`config.mk`:
```
export PLATFORM = sky130hd
export DESIGN_NAME = sdram_image_writer_flat
export DESIGN_NICKNAME = d
export VERILOG_FILES = /design/src/rtl/sdram_image_writer_if.sv /design/src/rtl/sdram_image_writer.sv /design/src/flat_wrapper.sv
export SDC_FILE = /design/constraint.sdc
export NUM_CORES = 1
export LEC_CHECK = 0
export BUFFER_PORTS_ARGS = -buffer_cell sky130_fd_sc_hd__buf_2
export CORE_UTILIZATION = 40
export CTS_CLUSTER_DIAMETER = 30
export DETAILED_ROUTE_END_ITERATION = 12
export GPL_TIMING_DRIVEN = 0
export SKIP_LAST_GASP = 1
export SYNTH_ARGS = -nofsm -noshare
export SYNTH_HDL_FRONTEND = slang
export SYNTH_SLANG_ARGS = --single-unit
```
`constraint.sdc`:
```
create_clock -name clk_sys_131_072 -period 4.5 [get_ports clk_sys_131_072]
set_clock_uncertainty 0.1 [all_clocks]
set_input_delay 0.9 -clock clk_sys_131_072 [delete_from_list [all_inputs] [get_ports clk_sys_131_072]]
set_output_delay 0.9 -clock clk_sys_131_072 [all_outputs]
set_load 0.05 [all_outputs]
```
`src/rtl/sdram_image_writer_if.sv`:
```
// rtl/sdram_image_writer_if.sv - download port and SDRAM write-channel signal bundle
interface sdram_image_writer_if;
    logic        dl_active;
    logic        dl_wr;
    logic [24:0] dl_addr;
    logic [7:0]  dl_data;
    logic        dl_busy;
    logic        sd_wr;
    logic [24:0] sd_wr_addr;
    logic [15:0] sd_data;
    logic [1:0]  sd_wr_mask;
    logic        sd_ack;
    logic        load_done;
    logic        overflow;

    modport master (
        input  dl_active, dl_wr, dl_addr, dl_data, sd_ack,
        output dl_busy, sd_wr, sd_wr_addr, sd_data, sd_wr_mask, load_done, overflow
    );

    modport slave (
        output dl_active, dl_wr, dl_addr, dl_data, sd_ack,
        input  dl_busy, sd_wr, sd_wr_addr, sd_data, sd_wr_mask, load_done, overflow
    );
endinterface

```
`src/rtl/sdram_image_writer.sv`:
```
// rtl/sdram_image_writer.sv - interleaves background/mask download bytes into SDRAM byte-lane writes
module sdram_image_writer #(
    parameter int unsigned PLANE_BYTES = 1555200,
    parameter int unsigned BASE_WORD   = 0,
    parameter int unsigned FIFO_DEPTH  = 4
) (
    input  logic                 clk_sys_131_072,
    input  logic                 reset_n,
    sdram_image_writer_if.master bus
);
    localparam int unsigned PTR_W = $clog2(FIFO_DEPTH);
    localparam int unsigned CNT_W = PTR_W + 1;
    localparam logic [CNT_W-1:0] CNT_FULL = CNT_W'(FIFO_DEPTH);
    localparam logic [CNT_W-1:0] CNT_BUSY = CNT_W'(FIFO_DEPTH - 1);
    localparam logic [25:0] PLANE1_END = 26'(PLANE_BYTES);
    localparam logic [25:0] PLANE2_END = 26'(2 * PLANE_BYTES);
    localparam logic [25:0] BASE26     = 26'(BASE_WORD);

    typedef enum logic [1:0] {IDLE, ISSUE, GAP} state_t;

    typedef struct packed {
        logic [24:0] addr;
        logic [7:0]  data;
        logic [1:0]  mask;
    } entry_t;

    state_t             state, state_next;
    logic               load_out;
    entry_t             mem [FIFO_DEPTH];
    logic [PTR_W-1:0]   wr_ptr, rd_ptr;
    logic [CNT_W-1:0]   count;
    logic               full, empty, push, pop, drop;
    logic               in_range;
    logic [25:0]        offset, dec_addr;
    logic [1:0]         dec_mask;
    logic               active_q, drain, rise, fall, done_now;

    assign offset = {1'b0, bus.dl_addr};

    // Map the stream offset onto a plane: first plane feeds the low lane, second the high lane
    always_comb begin
        in_range = 1'b1;
        dec_mask = 2'b01;
        dec_addr = BASE26 + offset;
        if (offset < PLANE1_END) begin
            dec_mask = 2'b01;
            dec_addr = BASE26 + offset;
        end else if (offset < PLANE2_END) begin
            dec_mask = 2'b10;
            dec_addr = BASE26 + (offset - PLANE1_END);
        end else begin
            in_range = 1'b0;
        end
    end

    // Fullness is taken from the registered count, so a same-cycle pop never frees a slot
    assign full  = (count == CNT_FULL);
    assign empty = (count == '0);
    assign push  = bus.dl_wr & in_range & ~full;
    assign drop  = bus.dl_wr & in_range & full;
    assign pop   = (state == ISSUE) & bus.sd_ack;

    // FIFO storage needs no reset; the pointers define what is valid
    always_ff @(posedge clk_sys_131_072) begin
        if (push) begin
            mem[wr_ptr] <= '{addr: dec_addr[24:0], data: bus.dl_data, mask: dec_mask};
        end
    end

    // FIFO pointers and occupancy
    always_ff @(posedge clk_sys_131_072 or negedge reset_n) begin
        if (!reset_n) begin
            wr_ptr <= '0;
            rd_ptr <= '0;
            count  <= '0;
        end else begin
            if (push) wr_ptr <= wr_ptr + 1'b1;
            if (pop)  rd_ptr <= rd_ptr + 1'b1;
            if (push && !pop)      count <= count + 1'b1;
            else if (pop && !push) count <= count - 1'b1;
        end
    end

    // Write-issue state register
    always_ff @(posedge clk_sys_131_072 or negedge reset_n) begin
        if (!reset_n) state <= IDLE;
        else          state <= state_next;
    end

    // Next state; every ISSUE is entered with the FIFO head latched onto the bus
    always_comb begin
        state_next = state;
        load_out   = 1'b0;
        case (state)
            IDLE: begin
                if (!empty) begin
                    state_next = ISSUE;
                    load_out   = 1'b1;
                end
            end
            ISSUE: begin
                if (bus.sd_ack) state_next = GAP;
            end
            GAP: begin
                if (!empty) begin
                    state_next = ISSUE;
                    load_out   = 1'b1;
                end else begin
                    state_next = IDLE;
                end
            end
            default: state_next = IDLE;
        endcase
    end

    // Request payload, held stable for the whole ISSUE phase
    always_ff @(posedge clk_sys_131_072 or negedge reset_n) begin
        if (!reset_n) begin
            bus.sd_wr_addr <= '0;
            bus.sd_data    <= '0;
            bus.sd_wr_mask <= '0;
        end else if (load_out) begin
            bus.sd_wr_addr <= mem[rd_ptr].addr;
            bus.sd_data    <= {mem[rd_ptr].data, mem[rd_ptr].data};
            bus.sd_wr_mask <= mem[rd_ptr].mask;
        end
    end

    assign bus.sd_wr   = (state == ISSUE);
    assign bus.dl_busy = (count >= CNT_BUSY);

    assign rise     = bus.dl_active & ~active_q;
    assign fall     = ~bus.dl_active & active_q;
    assign done_now = drain & empty & (state == IDLE);
    assign bus.load_done = done_now;

    // Download framing: rise starts a fresh load, fall arms the completion pulse
    always_ff @(posedge clk_sys_131_072 or negedge reset_n) begin
        if (!reset_n) begin
            active_q     <= 1'b0;
            drain        <= 1'b0;
            bus.overflow <= 1'b0;
        end else begin
            active_q <= bus.dl_active;
            if (rise)          drain <= 1'b0;
            else if (fall)     drain <= 1'b1;
            else if (done_now) drain <= 1'b0;
            // A byte lost in the very cycle of a new download belongs to that download
            if (drop)          bus.overflow <= 1'b1;
            else if (rise)     bus.overflow <= 1'b0;
        end
    end
endmodule

```
`src/flat_wrapper.sv`:
```
// flat-port wrapper written by rule: the top's interface ports become plain ports
module sdram_image_writer_flat 
#(
    parameter int unsigned PLANE_BYTES = 1555200,
    parameter int unsigned BASE_WORD   = 0,
    parameter int unsigned FIFO_DEPTH  = 4
)
  (clk_sys_131_072, reset_n, bus_dl_active, bus_dl_wr, bus_dl_addr, bus_dl_data, bus_sd_ack, bus_dl_busy, bus_sd_wr, bus_sd_wr_addr, bus_sd_data, bus_sd_wr_mask, bus_load_done, bus_overflow);
  sdram_image_writer_if bus_i ();
  input  logic clk_sys_131_072;
  input  logic reset_n;
  input wire logic [$bits(bus_i.dl_active)-1:0] bus_dl_active;
  input wire logic [$bits(bus_i.dl_wr)-1:0] bus_dl_wr;
  input wire logic [$bits(bus_i.dl_addr)-1:0] bus_dl_addr;
  input wire logic [$bits(bus_i.dl_data)-1:0] bus_dl_data;
  input wire logic [$bits(bus_i.sd_ack)-1:0] bus_sd_ack;
  output wire logic [$bits(bus_i.dl_busy)-1:0] bus_dl_busy;
  output wire logic [$bits(bus_i.sd_wr)-1:0] bus_sd_wr;
  output wire logic [$bits(bus_i.sd_wr_addr)-1:0] bus_sd_wr_addr;
  output wire logic [$bits(bus_i.sd_data)-1:0] bus_sd_data;
  output wire logic [$bits(bus_i.sd_wr_mask)-1:0] bus_sd_wr_mask;
  output wire logic [$bits(bus_i.load_done)-1:0] bus_load_done;
  output wire logic [$bits(bus_i.overflow)-1:0] bus_overflow;
  assign bus_i.dl_active = bus_dl_active;
  assign bus_i.dl_wr = bus_dl_wr;
  assign bus_i.dl_addr = bus_dl_addr;
  assign bus_i.dl_data = bus_dl_data;
  assign bus_i.sd_ack = bus_sd_ack;
  assign bus_dl_busy = bus_i.dl_busy;
  assign bus_sd_wr = bus_i.sd_wr;
  assign bus_sd_wr_addr = bus_i.sd_wr_addr;
  assign bus_sd_data = bus_i.sd_data;
  assign bus_sd_wr_mask = bus_i.sd_wr_mask;
  assign bus_load_done = bus_i.load_done;
  assign bus_overflow = bus_i.overflow;
  sdram_image_writer #(.PLANE_BYTES(PLANE_BYTES), .BASE_WORD(BASE_WORD), .FIFO_DEPTH(FIFO_DEPTH)) u_core (.clk_sys_131_072(clk_sys_131_072), .reset_n(reset_n), .bus(bus_i));
endmodule
```
==> results.yml, run 1 <==
status:
  run_status: "complete, but fails checks"
  violations: "DRC"
global_route:
  grt_use_total_pct: 16.4
  grt_pass1_wl_um: 22900
  grt_pass1_vias: 3972
  grt_max_degree: 48
  grt_remaining_overflow: 0
  antenna_found_initial: 0
yosys:
  synth_xor_area_share_pct: 1.87
  synthCells: 388
  synth_compound_area_share_pct: 2.68
  synthFlopType: "edfxtp_1"
  ys_ff_latch: 187
  syn_nets: 435
  synth.avg_cell_area_um2: 19.3
  yosys.area_share.simple_pct: 3.31
  synth_area_mm2: 0.00748
  netlist.top_cell.by_area: "edfxtp_1"
  yosys_warnings: 0
  async_flop_share_pct: 25.1
  synth_top_area_share_pct: 56.2
  synth_top_family_by_area: "multiplexers"
  synth_mux_area_share_pct: 16.3
  ys_top_cells_by_area: "edfxtp_1 (56%), dfrtp_1 (16%), mux4_2 (11%)"
  ys_types: 43
  ys_seq_area_share_pct: 71.9
  synth_fa_ha_area_share_pct: 1.61
  synth-edff-count: 140
hold_path:
  hold_end: "u_core.bus.sd_wr_addr[3]"
  worstHoldStart: "u_core.bus.sd_wr_addr[3]"
  hp-class: "reg -> reg"
  holdPathStages: 1
drt:
  antenna_left: 0
  avgRoutedWirePerCell_um: 19.5
  vias_per_cell: 5.17
  drt-total-wl_um: 14300
  first_pass_iters: 11
  vias: 3804
  drtIter0Drc: 209
  drcViolationCount: 7
critical_path:
  critPathCaptureType: "primary output"
  critPathArrivalTime_ps: 1750
  path_class: "reg -> out"
  r2r-start: "u_core.count[0]"
  cp-start-kind: "register"
  reg2reg_to: "u_core.bus.sd_wr_addr[16]"
  reg2reg_depth: 4
  crit_chain: "nor3_1 > nand3_1 > inv_1 > buf_2"
  crit_slowest_cell: "dfrtp_1"
  crit_path_max_incr_delay_ps: 440
  cp_data_required_time_ps: 3500
  worst-r2r-setup-slack_ps: 2110
  crit_fanout: 5
timing:
  finalHoldViolCount: 0
  layout_setup_ws_ps: 1750
  post-route-min-period_ps: 2750
  rsz0062_at_grt: "no"
  max_freq_mhz: 364
  post-route-period-util_pct: 61.1
  setup_violations: 0
  worst_pin_slew_ps: 962
  relSlewSlack_pct: 35.6
  tns_ps: 0
  finalMaxSlewViolations: 0
cts:
  insertion_delay_ps: 420
  postCtsSetupRepairBufs: 0
  cts.sinks: 187
  cts_tree: "done"
  cts_root_buffer: "clkbuf_16"
  cts_buffers: 17
  cts_buffer_depth: 2
  post_cts_resized: 0
  holdBufCountCts: 0
  htreeDepth: 4
  cts.clk_slew.worst_paths_ps: 60
layout:
  stdcell_area_mm2: 0.00890
  syn_to_final_growth_pct: 18.9
  final_common_cell: "edfxtp_1"
  seqCellArea_mm2: 0.00538
  nFillCells: 1560
  drive_gt1_share_pct: 39.8
  final_cell_mix: "edfxtp_1 (140), buf_2 (90), dfrtp_1 (47)"
  fin_nets: 541
  multi_input_area_mm2: 0.00193
  antenna_cells: 0
power:
  vdd_ir_drop_max_mv: 0.311
  power_density_mw_per_mm2: 678
  p_leak_nw: 3.26
placed_design:
  routabilityCongestion: 0.803
  dp_hpwl_um: 9300
  port_buffers: 83
  placed_cell_area_mm2: 0.00827
  place_ws_ps: 1300
floorplan:
  die_width_um: 139
  die_area_mm2: 0.0193
  start_util_pct: 41.2
  die_h_um: 139
  coreArea_mm2: 0.0181
  rows: 49
  io_pins: 85
job:
  maxCapViolCount: 0
[through the flow]
stage / hold WS [ps] / total power (W) / utilization, % / std cells
global placement: 362 / 0.00446 / 45.1 / 700
CTS: 384 / 0.00611 / 49.0 / 736
detailed placement: 369 / 0.00451 / 45.6 / 704
finish: 379 / 0.00603 / 49.0 / 736
global route: 398 / 0.00631 / 49.0 / 736
floorplan: 360 / 0.00397 / - / 388
[how the worst max path moves through the flow]
stage                     from           endpoint  slack [ps]  cells after the start
3_3_place_gp    bus_dl_addr[9]  u_core.mem[0][14]         440                      7
3_5_place_dp    bus_dl_addr[9]  u_core.mem[2][17]        1300                      8
5_1_grt        u_core.count[0]      bus_load_done        1570                      4
6_report       u_core.count[0]      bus_load_done        1750                      4
4_1_cts        u_core.count[0]      bus_load_done        1730                      4
2_1_floorplan  bus_dl_addr[19]   u_core.mem[0][0]        1370                      7
[final cells by class]
| cell class | instances | share of cell area [%] |
|---|---|---|
| buffer | 22 | 1.46 |
| multi-input combinational | 168 | 21.7 |
| tap | 229 | 3.22 |
| sequential | 187 | 60.5 |
| clock buffer | 22 | 5.11 |
| clock inverter | 10 | 1.94 |
| timing repair buffer | 87 | 5.60 |
| inverter | 11 | 0.464 |
[cells by family after synthesis]
logic type	after synthesis
DFF	187
xor gates and xnor gates	16
buffers and inverters	33
muxes	73
and+or+nand+nor	44
adders and majority gates	9
AOI/OAI and AO/OA	26
[registers in the layout, summed over array words and instances, names as in the netlist]
| name | count |
|---|---|
| u_core.active_q | 1 |
| u_core.bus.overflow | 1 |
| u_core.bus.sd_data | 8 |
| u_core.bus.sd_wr_addr | 25 |
| u_core.bus.sd_wr_mask | 2 |
| u_core.count | 3 |
| u_core.drain | 1 |
| u_core.mem | 140 |
| u_core.rd_ptr | 2 |
| u_core.state | 2 |
| u_core.wr_ptr | 2 |
[report_power, final]
part           internal, W  total [W]  switching, W
sequential         0.00211    0.00224      0.000131
combinational     0.000802    0.00220       0.00139
clock             0.000994    0.00159      0.000600
total              0.00390    0.00603       0.00212
[cells in the mapped netlist (2+ instances only)]
cell	instances
nor2b_1	2
o22ai_1	2
mux4_2	35
o21ai_2	3
inv_1	11
nor2_1	7
a21oi_1	6
dfrtp_1	47
and3_1	2
ha_1	8
xnor2_1	12
clkbuf_1	5
buf_2	8
o2111ai_1	3
mux2_2	25
a21o_1	2
and2_1	4
nand4_1	2
nand2_1	8
mux2_1	12
o21a_1	3
nor3_1	4
nand3_1	5
edfxtp_1	140
xor2_1	4
buf_4	8
nand2b_1	4
[worst max-delay path, delay by kind of cell, from the launching register on]
kind	cells	cell delay, ps
simple gates	2	550
flops	1	440
buf+inv	2	320
[metal layers]
layer  vias up  global-route usage [%]  wire length, um
li1       1732                       -                -
met1      1958                    21.6             6200
met2        96                    26.3             7240
met3        18                    4.94              690
met4         0                    5.03              197
met5         -                       0                0
No activity file was read; power rests on OpenSTA's default activity.
==> run 2, diff against run 1 <==
--- a/config.mk
+++ b/config.mk
@@ -5,6 +5,7 @@
 export SDC_FILE = /design/constraint.sdc
 export NUM_CORES = 1
 export LEC_CHECK = 0
+export ABC_AREA = 1
 export BUFFER_PORTS_ARGS = -buffer_cell sky130_fd_sc_hd__buf_2
 export CORE_UTILIZATION = 40
 export CTS_CLUSTER_DIAMETER = 30
==> constraint.sdc (replaced) <==
create_clock -name clk_sys_131_072 -period 2.62 [get_ports clk_sys_131_072]
set_clock_uncertainty 0.1 [all_clocks]
set_input_delay 0.524 -clock clk_sys_131_072 [delete_from_list [all_inputs] [get_ports clk_sys_131_072]]
set_output_delay 0.524 -clock clk_sys_131_072 [all_outputs]
set_load 0.05 [all_outputs]
==> results.yml, run 2 <==
status:
  run_status: "finished, final reports clean"
critical_path:
  crit_chain: "buf_2 > nor2_1 > nand2_1 > a21oi_2 > nand2_4 > inv_6 > nand3_4 > inv_2 > ha_1 > inv_1 > fa_1 > a21oi_1 > o21ai_0 > xor2_1"
  worst-r2r-setup-slack_ps: 400
  cp_data_required_time_ps: 2840
  cp-start-kind: "primary input"
  crit_path_start: "bus_dl_addr[23]"
  path_class: "in -> reg"
  r2r-start: "u_core.count[0]"
  crit_path_max_incr_delay_ps: 370
  critPathCaptureType: "register"
  critPathArrivalTime_ps: 2590
  cp_num_buf_inv: 4
  reg2reg_to: "u_core.count[1]"
  reg2reg_depth: 8
  crit_slowest_cell: "fa_1"
  critical_path.top_delay_family: "simple AND/OR/NAND/NOR gates"
  crit_fanout: 10
timing:
  tns_ps: 0
  worst_pin_slew_ps: 723
  finalMaxSlewViolations: 0
  rsz0062_at_grt: "no"
  finalHoldViolCount: 0
  layout_setup_ws_ps: 249
  relSlewSlack_pct: 51.7
  post-route-period-util_pct: 90.5
  post-route-min-period_ps: 2370
  setup_violations: 0
  max_freq_mhz: 422
yosys:
  synthCells: 732
  synth_top_area_share_pct: 52.7
  synth.avg_cell_area_um2: 10.9
  synth-edff-count: 140
  async_flop_share_pct: 25.1
  syn_nets: 779
  yosys_warnings: 0
  synth_area_mm2: 0.00797
  ys_seq_area_share_pct: 67.5
  synthFlopType: "edfxtp_1"
  netlist.top_cell.by_area: "edfxtp_1"
  synth.most_common_cell: "nor2_1"
  ys_types: 35
  ys_top_cells_by_area: "edfxtp_1 (53%), dfrtp_1 (15%), nor2_1 (9.2%)"
  synth_top_cells_by_count: "nor2_1 (195), edfxtp_1 (140), nand2_1 (85)"
  ys_ff_latch: 187
layout:
  antenna_cells: 0
  drive_gt1_share_pct: 19.9
  final_cell_mix: "nor2_1 (191), edfxtp_1 (140), buf_2 (95)"
  regMostFlops: "u_core.mem"
  final_common_cell: "nor2_1"
  seqCellArea_mm2: 0.00538
  fin_nets: 884
  reg_top3: "u_core.mem: 140 flops, u_core.bus.sd_wr_addr: 25 flops, u_core.bus.sd_data: 8 flops"
  largest_reg_flops: 140
  multi_input_area_mm2: 0.00224
  syn_to_final_growth_pct: 18.5
  nFillCells: 1831
power:
  power_density_mw_per_mm2: 1130
  pwr-share-seq_pct: 36.1
  p_switching_w: 0.00448
  p_leak_nw: 3.71
  p_clk_share_pct: 24.1
  vdd_ir_drop_max_mv: 0.386
  combPwrFrac_pct: 39.8
  swShare_pct: 42.0
  power.internal_w: 0.00618
floorplan:
  start_util_pct: 40.8
  coreArea_mm2: 0.0195
  io_pins: 85
  die_h_um: 143
  die_area_mm2: 0.0205
  die_width_um: 143
  rows: 51
global_route:
  grt_use_total_pct: 18.1
  grt_remaining_overflow: 0
  grt_pass1_vias: 4966
  grt_pass1_wl_um: 27000
  antenna_found_initial: 0
  grt_max_degree: 48
drt:
  drtIter0Drc: 435
  vias_per_cell: 4.85
  vias: 5413
  antenna_left: 0
  avgRoutedWirePerCell_um: 15.6
  first_pass_iters: 5
  drcViolationCount: 0
  drt-total-wl_um: 17400
cts:
  htreeDepth: 4
  cts_root_buffer: "clkbuf_16"
  cts_buffers: 17
  insertion_delay_ps: 440
  cts.sinks: 187
  cts_buffer_depth: 2
  cts.clk_slew.worst_paths_ps: 70
  cts_tree: "done"
placed_design:
  place_ws_ps: -350
  dp_hpwl_um: 11300
  routabilityCongestion: 0.810
  port_buffers: 82
job:
  maxCapViolCount: 0
hold_path:
  hp-class: "in -> async"
run 2: area by class of cell:
| class | instances | share of cell area, % |
|---|---|---|
| inverter | 41 | 1.68 |
| timing repair buffer | 86 | 5.38 |
| clock buffer | 19 | 5.03 |
| multi-input combinational | 462 | 23.7 |
| sequential | 187 | 56.9 |
| buffer | 42 | 2.45 |
| tap | 265 | 3.51 |
| clock inverter | 13 | 1.31 |
run 2: how the worst max path moves through the flow:
stage               slack (ps)  cells past startpoint           endpoint
floorplan                 -120                      7   u_core.mem[0][0]
global placement         -1220                      8  u_core.mem[3][15]
detailed placement        -350                     14    u_core.count[2]
CTS                        110                     14    u_core.count[2]
global route                70                      4      bus_load_done
finish                     250                     14    u_core.count[2]
run 2: power groups by stage:
stage / Combinational, W / Sequential (W) / Clock, W
2_1_floorplan: 0.00218 / 0.00482 / 0
3_3_place_gp: 0.00424 / 0.00392 / 0
3_5_place_dp: 0.00429 / 0.00393 / 0
4_1_cts: 0.00429 / 0.00386 / 0.00261
5_1_grt: 0.00466 / 0.00390 / 0.00271
6_report: 0.00424 / 0.00385 / 0.00257
run 2: cell families (layout without fill, tap and decap cells):
kind of cell               Yosys count  in the layout  share of synthesized area [%]
muxes                                1              1                          0.141
DFF                                187            187                           67.5
and+or+nand+nor                    327            327                           17.0
xor gates and xnor gates            10             10                           1.10
buffers and inverters               83            201                           4.90
adders and majority gates            9              9                           1.51
AOI/OAI and AO/OA                  115            115                           7.83
run 2: routing by layer:
layer  up-vias  wire [um]  global-route usage [%]
met5         -          0                       0
met4         0        169                    5.38
met3        17        863                    4.16
met2       140       8340                    29.5
met1      2549       7980                    24.0
li1       2707          -                       -
run 2: what timing repair did:
action                     CTS  global route
setup endpoints to repair    0             1
hold buffers                 0             0
buffers inserted             0             0
resized for setup            0             1
run 2: stage by stage:
step / hold slack, ps / area, um2 / instances / util [%] / total power [W]
after floorplan: 128 / 7980 / 732 / - / 0.00699
after global placement: 408 / 8720 / 1079 / 44.7 / 0.00816
after detailed placement: 412 / 8840 / 1083 / 45.3 / 0.00821
after CTS: 115 / 9440 / 1115 / 48.3 / 0.0108
after global routing: 90.7 / 9450 / 1115 / 48.4 / 0.0113
final: 41.3 / 9450 / 1115 / 48.4 / 0.0107
